==> src/rtl/seg7_pkg.sv <==
// Shared seven-segment encoding: active-high {g,f,e,d,c,b,a} codes for hex digits.
package seg7_pkg;

    localparam logic [15:0][6:0] SEG_CODE = {
        7'h71, 7'h79, 7'h5E, 7'h39, 7'h7C, 7'h77, 7'h6F, 7'h7F,
        7'h07, 7'h7D, 7'h6D, 7'h66, 7'h4F, 7'h5B, 7'h06, 7'h3F
    };

    localparam logic [6:0] SEG_OFF = 7'h00;

    function automatic logic [6:0] hex2seg(input logic [3:0] nib);
        return SEG_CODE[nib];
    endfunction

endpackage

==> src/rtl/seg7_decode.sv <==
// Combinational hex nibble to active-high segment code.
module seg7_decode
    import seg7_pkg::*;
(
    input  logic [3:0] nib,
    output logic [6:0] code
);

    assign code = hex2seg(nib);

endmodule

==> src/rtl/seven_seg_scanner.sv <==
// N-digit multiplexed seven-segment driver with prescaled scan, frame snapshots,
// leading-zero blanking and PWM brightness.
module seven_seg_scanner
    import seg7_pkg::*;
#(
    parameter int NUM_DIGITS = 4,
    parameter int SCAN_DIV   = 50000,
    parameter bit ACTIVE_LOW = 1'b1
) (
    input  logic                    clk,
    input  logic                    rst_n,
    input  logic [4*NUM_DIGITS-1:0] value,
    input  logic [NUM_DIGITS-1:0]   dp_in,
    input  logic                    blank_lz,
    input  logic [2:0]              bright,
    output logic [NUM_DIGITS-1:0]   enable,
    output logic [6:0]              seg,
    output logic                    dp,
    output logic                    frame_tick
);

    if (NUM_DIGITS < 1 || NUM_DIGITS > 8) begin : g_bad_digits
        $error("seven_seg_scanner: NUM_DIGITS must be 1..8");
    end
    if (SCAN_DIV < 8) begin : g_bad_div
        $error("seven_seg_scanner: SCAN_DIV must be at least 8");
    end

    localparam int PW = $clog2(SCAN_DIV);
    localparam int IW = (NUM_DIGITS > 1) ? $clog2(NUM_DIGITS) : 1;
    localparam logic [NUM_DIGITS-1:0] EN_OFF  = {NUM_DIGITS{ACTIVE_LOW}};
    localparam logic [6:0]            SEG_PIN = {7{ACTIVE_LOW}};
    localparam logic [6:0]            SEG_PIN_OFF = SEG_OFF ^ SEG_PIN;

    typedef struct packed {
        logic [4*NUM_DIGITS-1:0] value;
        logic [NUM_DIGITS-1:0]   dp;
        logic                    blank_lz;
        logic [2:0]              bright;
    } shadow_t;

    logic [PW-1:0]                 pre;
    logic [IW-1:0]                 idx;
    logic                          snap;
    shadow_t                       sh, cur;
    logic [NUM_DIGITS-1:0][3:0]    nib;
    logic [NUM_DIGITS-1:0]         blank;
    logic [NUM_DIGITS-1:0]         onehot;
    logic                          dp_sel;
    logic [31:0]                   thr;
    logic                          lit;
    logic [6:0]                    code;

    assign snap = (pre == '0) && (idx == '0);

    // The snapshot cycle already displays the freshly captured inputs, so a frame is coherent end to end.
    always_comb begin
        cur = sh;
        if (snap) begin
            cur.value    = value;
            cur.dp       = dp_in;
            cur.blank_lz = blank_lz;
            cur.bright   = bright;
        end
    end

    for (genvar i = 0; i < NUM_DIGITS; i++) begin : g_nib
        assign nib[i] = cur.value[4*(NUM_DIGITS-1-i) +: 4];
    end

    // Running OR from the leftmost digit: a digit is blank while everything up to it is zero.
    always_comb begin
        logic acc;
        acc = 1'b0;
        for (int i = 0; i < NUM_DIGITS; i++) begin
            acc      = acc | (|nib[i]);
            blank[i] = cur.blank_lz && (i < NUM_DIGITS - 1) && !acc;
        end
    end

    always_comb begin
        onehot = '0;
        dp_sel = 1'b0;
        for (int i = 0; i < NUM_DIGITS; i++) begin
            if (idx == IW'(i)) begin
                onehot[NUM_DIGITS-1-i] = 1'b1;
                dp_sel                 = cur.dp[NUM_DIGITS-1-i];
            end
        end
    end

    assign thr = ((32'(cur.bright) + 32'd1) * 32'(SCAN_DIV)) >> 3;
    assign lit = (32'(pre) < thr) && !blank[idx];

    seg7_decode u_dec (
        .nib  (nib[idx]),
        .code (code)
    );

    always_ff @(posedge clk or negedge rst_n) begin
        if (!rst_n) begin
            pre        <= '0;
            idx        <= '0;
            sh         <= '0;
            frame_tick <= 1'b0;
            enable     <= EN_OFF;
            seg        <= SEG_PIN_OFF;
            dp         <= ACTIVE_LOW;
        end else begin
            if (pre == PW'(SCAN_DIV - 1)) begin
                pre <= '0;
                idx <= (idx == IW'(NUM_DIGITS - 1)) ? '0 : idx + IW'(1);
            end else begin
                pre <= pre + PW'(1);
            end
            if (snap) sh <= cur;
            frame_tick <= snap;
            if (lit) begin
                enable <= onehot ^ EN_OFF;
                seg    <= code ^ SEG_PIN;
                dp     <= dp_sel ^ ACTIVE_LOW;
            end else begin
                enable <= EN_OFF;
                seg    <= SEG_PIN_OFF;
                dp     <= ACTIVE_LOW;
            end
        end
    end

endmodule
==> config.mk <==
export PLATFORM = sky130hd
export DESIGN_NAME = seven_seg_scanner
export DESIGN_NICKNAME = d
export VERILOG_FILES = /design/src/rtl/seg7_pkg.sv /design/src/rtl/seg7_decode.sv /design/src/rtl/seven_seg_scanner.sv
export SDC_FILE = /design/constraint.sdc
export NUM_CORES = 1
export LEC_CHECK = 0
export BUFFER_PORTS_ARGS = -buffer_cell sky130_fd_sc_hd__buf_4
export CAP_MARGIN = 40
export CORE_AREA = 2 2 106 108
export CTS_CLUSTER_SIZE = 8
export DETAILED_ROUTE_END_ITERATION = 8
export DIE_AREA = 0 0 108 110
export SYNTH_ARGS = -nofsm -noshare
export SYNTH_HDL_FRONTEND = slang
export SYNTH_SLANG_ARGS = --single-unit
==> constraint.sdc <==
create_clock -name clk -period 7.72 [get_ports clk]
set_clock_uncertainty 0.05 [all_clocks]
set_input_delay 0.386 -clock clk [delete_from_list [all_inputs] [get_ports clk]]
set_output_delay 0.386 -clock clk [all_outputs]
set_load 0.02 [all_outputs]
==> out/qor.txt <==
run status - finished, final reports clean
number of storage elements in the synthesis netlist - 55
count of standard-cell rows - 38
unrepaired setup endpoints after global routing - false
CTS Buffer Depth - 2
worst setup path endpoint - seg[2]
full die area - 0.0119 sq mm
number of input and output port buffers inserted - 38
synth warn - 0
via count of the first global-routing pass - 2824
post-route antenna net violation count - 0
minimum period implied by the final worst setup slack - 6.76 ns
Worst R2R End - seg[2]
layout net count - 477
depth of the worst register-to-register path - 26
commonest non-fill, non-tap cell in the layout - sky130_fd_sc_hd__nand2_1
area of all sequential standard cells - 0.00139 sq mm
Setup TNS Final - 0 ns
pin count of the biggest net entering global routing - 56
Yosys cell types - 57
clock latency reported for the late side of the worst-skew pair - 0.32 ns
leakage power figure - 2.07 nW
final global-route overflow total - 0
wire length of the first global-routing pass - 14.3 mm
clock slew seen by the registers of the worst setup and hold paths - 0.11 ns
post_cts resized - 0
proportion of synthesized flip-flops having asynchronous set or reset - 100%
multi-input gate area in the final layout - 0.00216 sq mm
Max rail drop VDD - 0.0000644 V
initial antenna violation count - 0
Req. time, crit path - 7.86 ns
Most used DFF post-synth - sky130_fd_sc_hd__dfrtp_1
normalized max-slew margin - 42.5%
layout filler cell count - 1086
Final Max Slew Viols - 0
worst setup path class - register to register
final HPWL from detailed placement - 6.53 mm
share of final-layout standard cells stronger than drive strength 1 - 20.0%
detailed-route DRC error count - 0
count of final hold-check violations - 0
critical-path maximum fanout - 30
diodes inserted - 0
Min-Delay Path Class - primary input to async pin
TritonCTS clock tree - built
TritonCTS Sinks - 55
commonest cells after routing, fill and taps aside - sky130_fd_sc_hd__nand2_1 (60), sky130_fd_sc_hd__dfrtp_1 (43), sky130_fd_sc_hd__ha_1 (42)
gate count of the mapped netlist - 372
Reg2Reg Setup Slack - 0.96 ns
setup violators final - 0
core box area - 0.0107 sq mm
Vias - 2828
post-synthesis cell area - 0.00370 sq mm
sequential area share after synthesis - 37.6%
number of enable flip-flop cells after synthesis - 0
Area Overhead vs Synth - 13.9%
per-cell via count in the routed design - 5.14
global placement routability congestion - 0.864
WL final - 8.35 mm
hold_buf cts - 0
nets in the synthesized netlist - 440
maximum clock frequency - 148 MHz
WL/cell - 15.2 microns
number of detailed-route iterations in the first pass - 4
final core utilization - 39.4%
GRT Overall Usage - 15.2%
final total power - 0.595 mW
source of the worst register-to-register timing path - idx[0]
critical path startpoint category - register
# H-tree levels - 2
Final Cycle Share - 87.5%
Setup Buffers After CTS - 0
initial core utilization - 34.6%
number of max-capacitance violations reported - 0
per-instance average area after synthesis - 9.95 sq um
Worst setup EP type - register
power density over cell area - 141 mW/mm^2
overall die width - 108 microns
slew at the pin with the worst max-slew slack - 0.839 ns
Worst setup startpoint - idx[0]
Arr. time, crit path - 6.90 ns
die height - 110 microns
num ports - 39
drt initial violations - 154
clock buffers created by TritonCTS - 5
master cell of the clock root buffer - sky130_fd_sc_hd__clkbuf_8
[cell type report]
type / count / share of cell area, %
Timing Repair Buffer: 41 / 7.30
Clock buffer: 6 / 1.72
Inverter: 26 / 2.32
Multi-Input combinational cell: 280 / 51.1
Sequential cell: 55 / 33.0
Clock inverter: 2 / 0.356
Tap cell: 140 / 4.16
[kinds of logic (layout without fill, tap and decap cells)]
| group | after synthesis | in the layout | synth area share [%] |
|---|---|---|---|
| XOR/XNOR | 22 | 22 | 5.61 |
| AO/OA/AOI/OAI | 62 | 62 | 11.4 |
| adder cells (fa/ha/maj) | 44 | 44 | 14.7 |
| flip-flops | 55 | 55 | 37.6 |
| buffers and inverters | 37 | 75 | 4.13 |
| AND/OR/NAND/NOR | 127 | 127 | 16.6 |
| multiplexers | 25 | 25 | 9.94 |
[sequential cells by signal (all words and copies together) (netlist names)]
register and count:
dp 1, enable 4, frame_tick 1, idx 2, pre 16, seg 7
sh 24
[cells in the mapped netlist, types with 8 or more instances]
library cell | number | area (sq um)
sky130_fd_sc_hd__nand2_1 | 60 | 225
sky130_fd_sc_hd__dfrtp_1 | 43 | 1080
sky130_fd_sc_hd__ha_1 | 42 | 526
sky130_fd_sc_hd__inv_1 | 26 | 97.6
sky130_fd_sc_hd__nor2_1 | 20 | 75.1
sky130_fd_sc_hd__o21ai_0 | 19 | 95.1
sky130_fd_sc_hd__nand3_1 | 14 | 70.1
sky130_fd_sc_hd__dfstp_2 | 12 | 315
sky130_fd_sc_hd__xnor2_1 | 12 | 105
sky130_fd_sc_hd__mux2i_1 | 9 | 90.1
sky130_fd_sc_hd__xor2_1 | 9 | 78.8
sky130_fd_sc_hd__a21oi_1 | 8 | 40.0
[how the worst min path moves through the flow]
stage,start,end,slack [ns]
detailed placement,sh[4],sh[4],0.40
floorplan,rst_n,frame_tick,0.04
global placement,sh[5],sh[5],0.39
global route,rst_n,sh[18],0.11
CTS,rst_n,sh[18],0.08
finish,rst_n,pre[1],0.05
[where the power goes]
group	switching, mW	total (mW)	internal [mW]
sequential	0.00461	0.306	0.301
combinational	0.0688	0.127	0.0580
clock	0.0961	0.162	0.0657
total	0.169	0.595	0.425
[through the flow]
stage               instance area, sq um  hold WS [ns]  setup WS [ns]  instances
floorplan                           3700        0.0404           1.70        372
global placement                    4120         0.394           1.32        541
detailed placement                  4130         0.401           1.01        542
CTS                                 4220        0.0820          0.980        550
global route                        4220         0.110          0.389        550
finish                              4220        0.0498          0.961        550
[routing by layer]
| layer | global-route usage, % | vias up | wire [microns] |
|---|---|---|---|
| met2 | 24.0 | 59 | 3840 |
| li1 | - | 1388 | - |
| met4 | 4.12 | 0 | 89 |
| met3 | 2.47 | 6 | 323 |
| met1 | 21.8 | 1375 | 4090 |
| met5 | 0 | - | 0 |
[critical path: stages (launching register included)]
cell and delay [ns]:
sky130_fd_sc_hd__dfrtp_1 0.56, sky130_fd_sc_hd__inv_1 0.20, sky130_fd_sc_hd__ha_1 0.28, sky130_fd_sc_hd__nor2b_1 0.15, sky130_fd_sc_hd__and4_1 0.28, sky130_fd_sc_hd__nand2_4 0.36
sky130_fd_sc_hd__nand2_1 0.13, sky130_fd_sc_hd__nand2_1 0.13, sky130_fd_sc_hd__inv_1 0.10, sky130_fd_sc_hd__nor3_1 0.36, sky130_fd_sc_hd__ha_1 0.33, sky130_fd_sc_hd__ha_1 0.28
sky130_fd_sc_hd__ha_1 0.34, sky130_fd_sc_hd__a21oi_1 0.17, sky130_fd_sc_hd__o21bai_1 0.11, sky130_fd_sc_hd__maj3_1 0.40, sky130_fd_sc_hd__a21oi_1 0.25, sky130_fd_sc_hd__o21ai_0 0.17
sky130_fd_sc_hd__xnor2_1 0.15, sky130_fd_sc_hd__ha_1 0.29, sky130_fd_sc_hd__and4_1 0.19, sky130_fd_sc_hd__nand3_1 0.10, sky130_fd_sc_hd__a211o_1 0.11, sky130_fd_sc_hd__a31o_2 0.09
sky130_fd_sc_hd__o211ai_1 0.11, sky130_fd_sc_hd__a21oi_1 0.64, sky130_fd_sc_hd__o311ai_0 0.28
(Power assumes the default switching activity.)
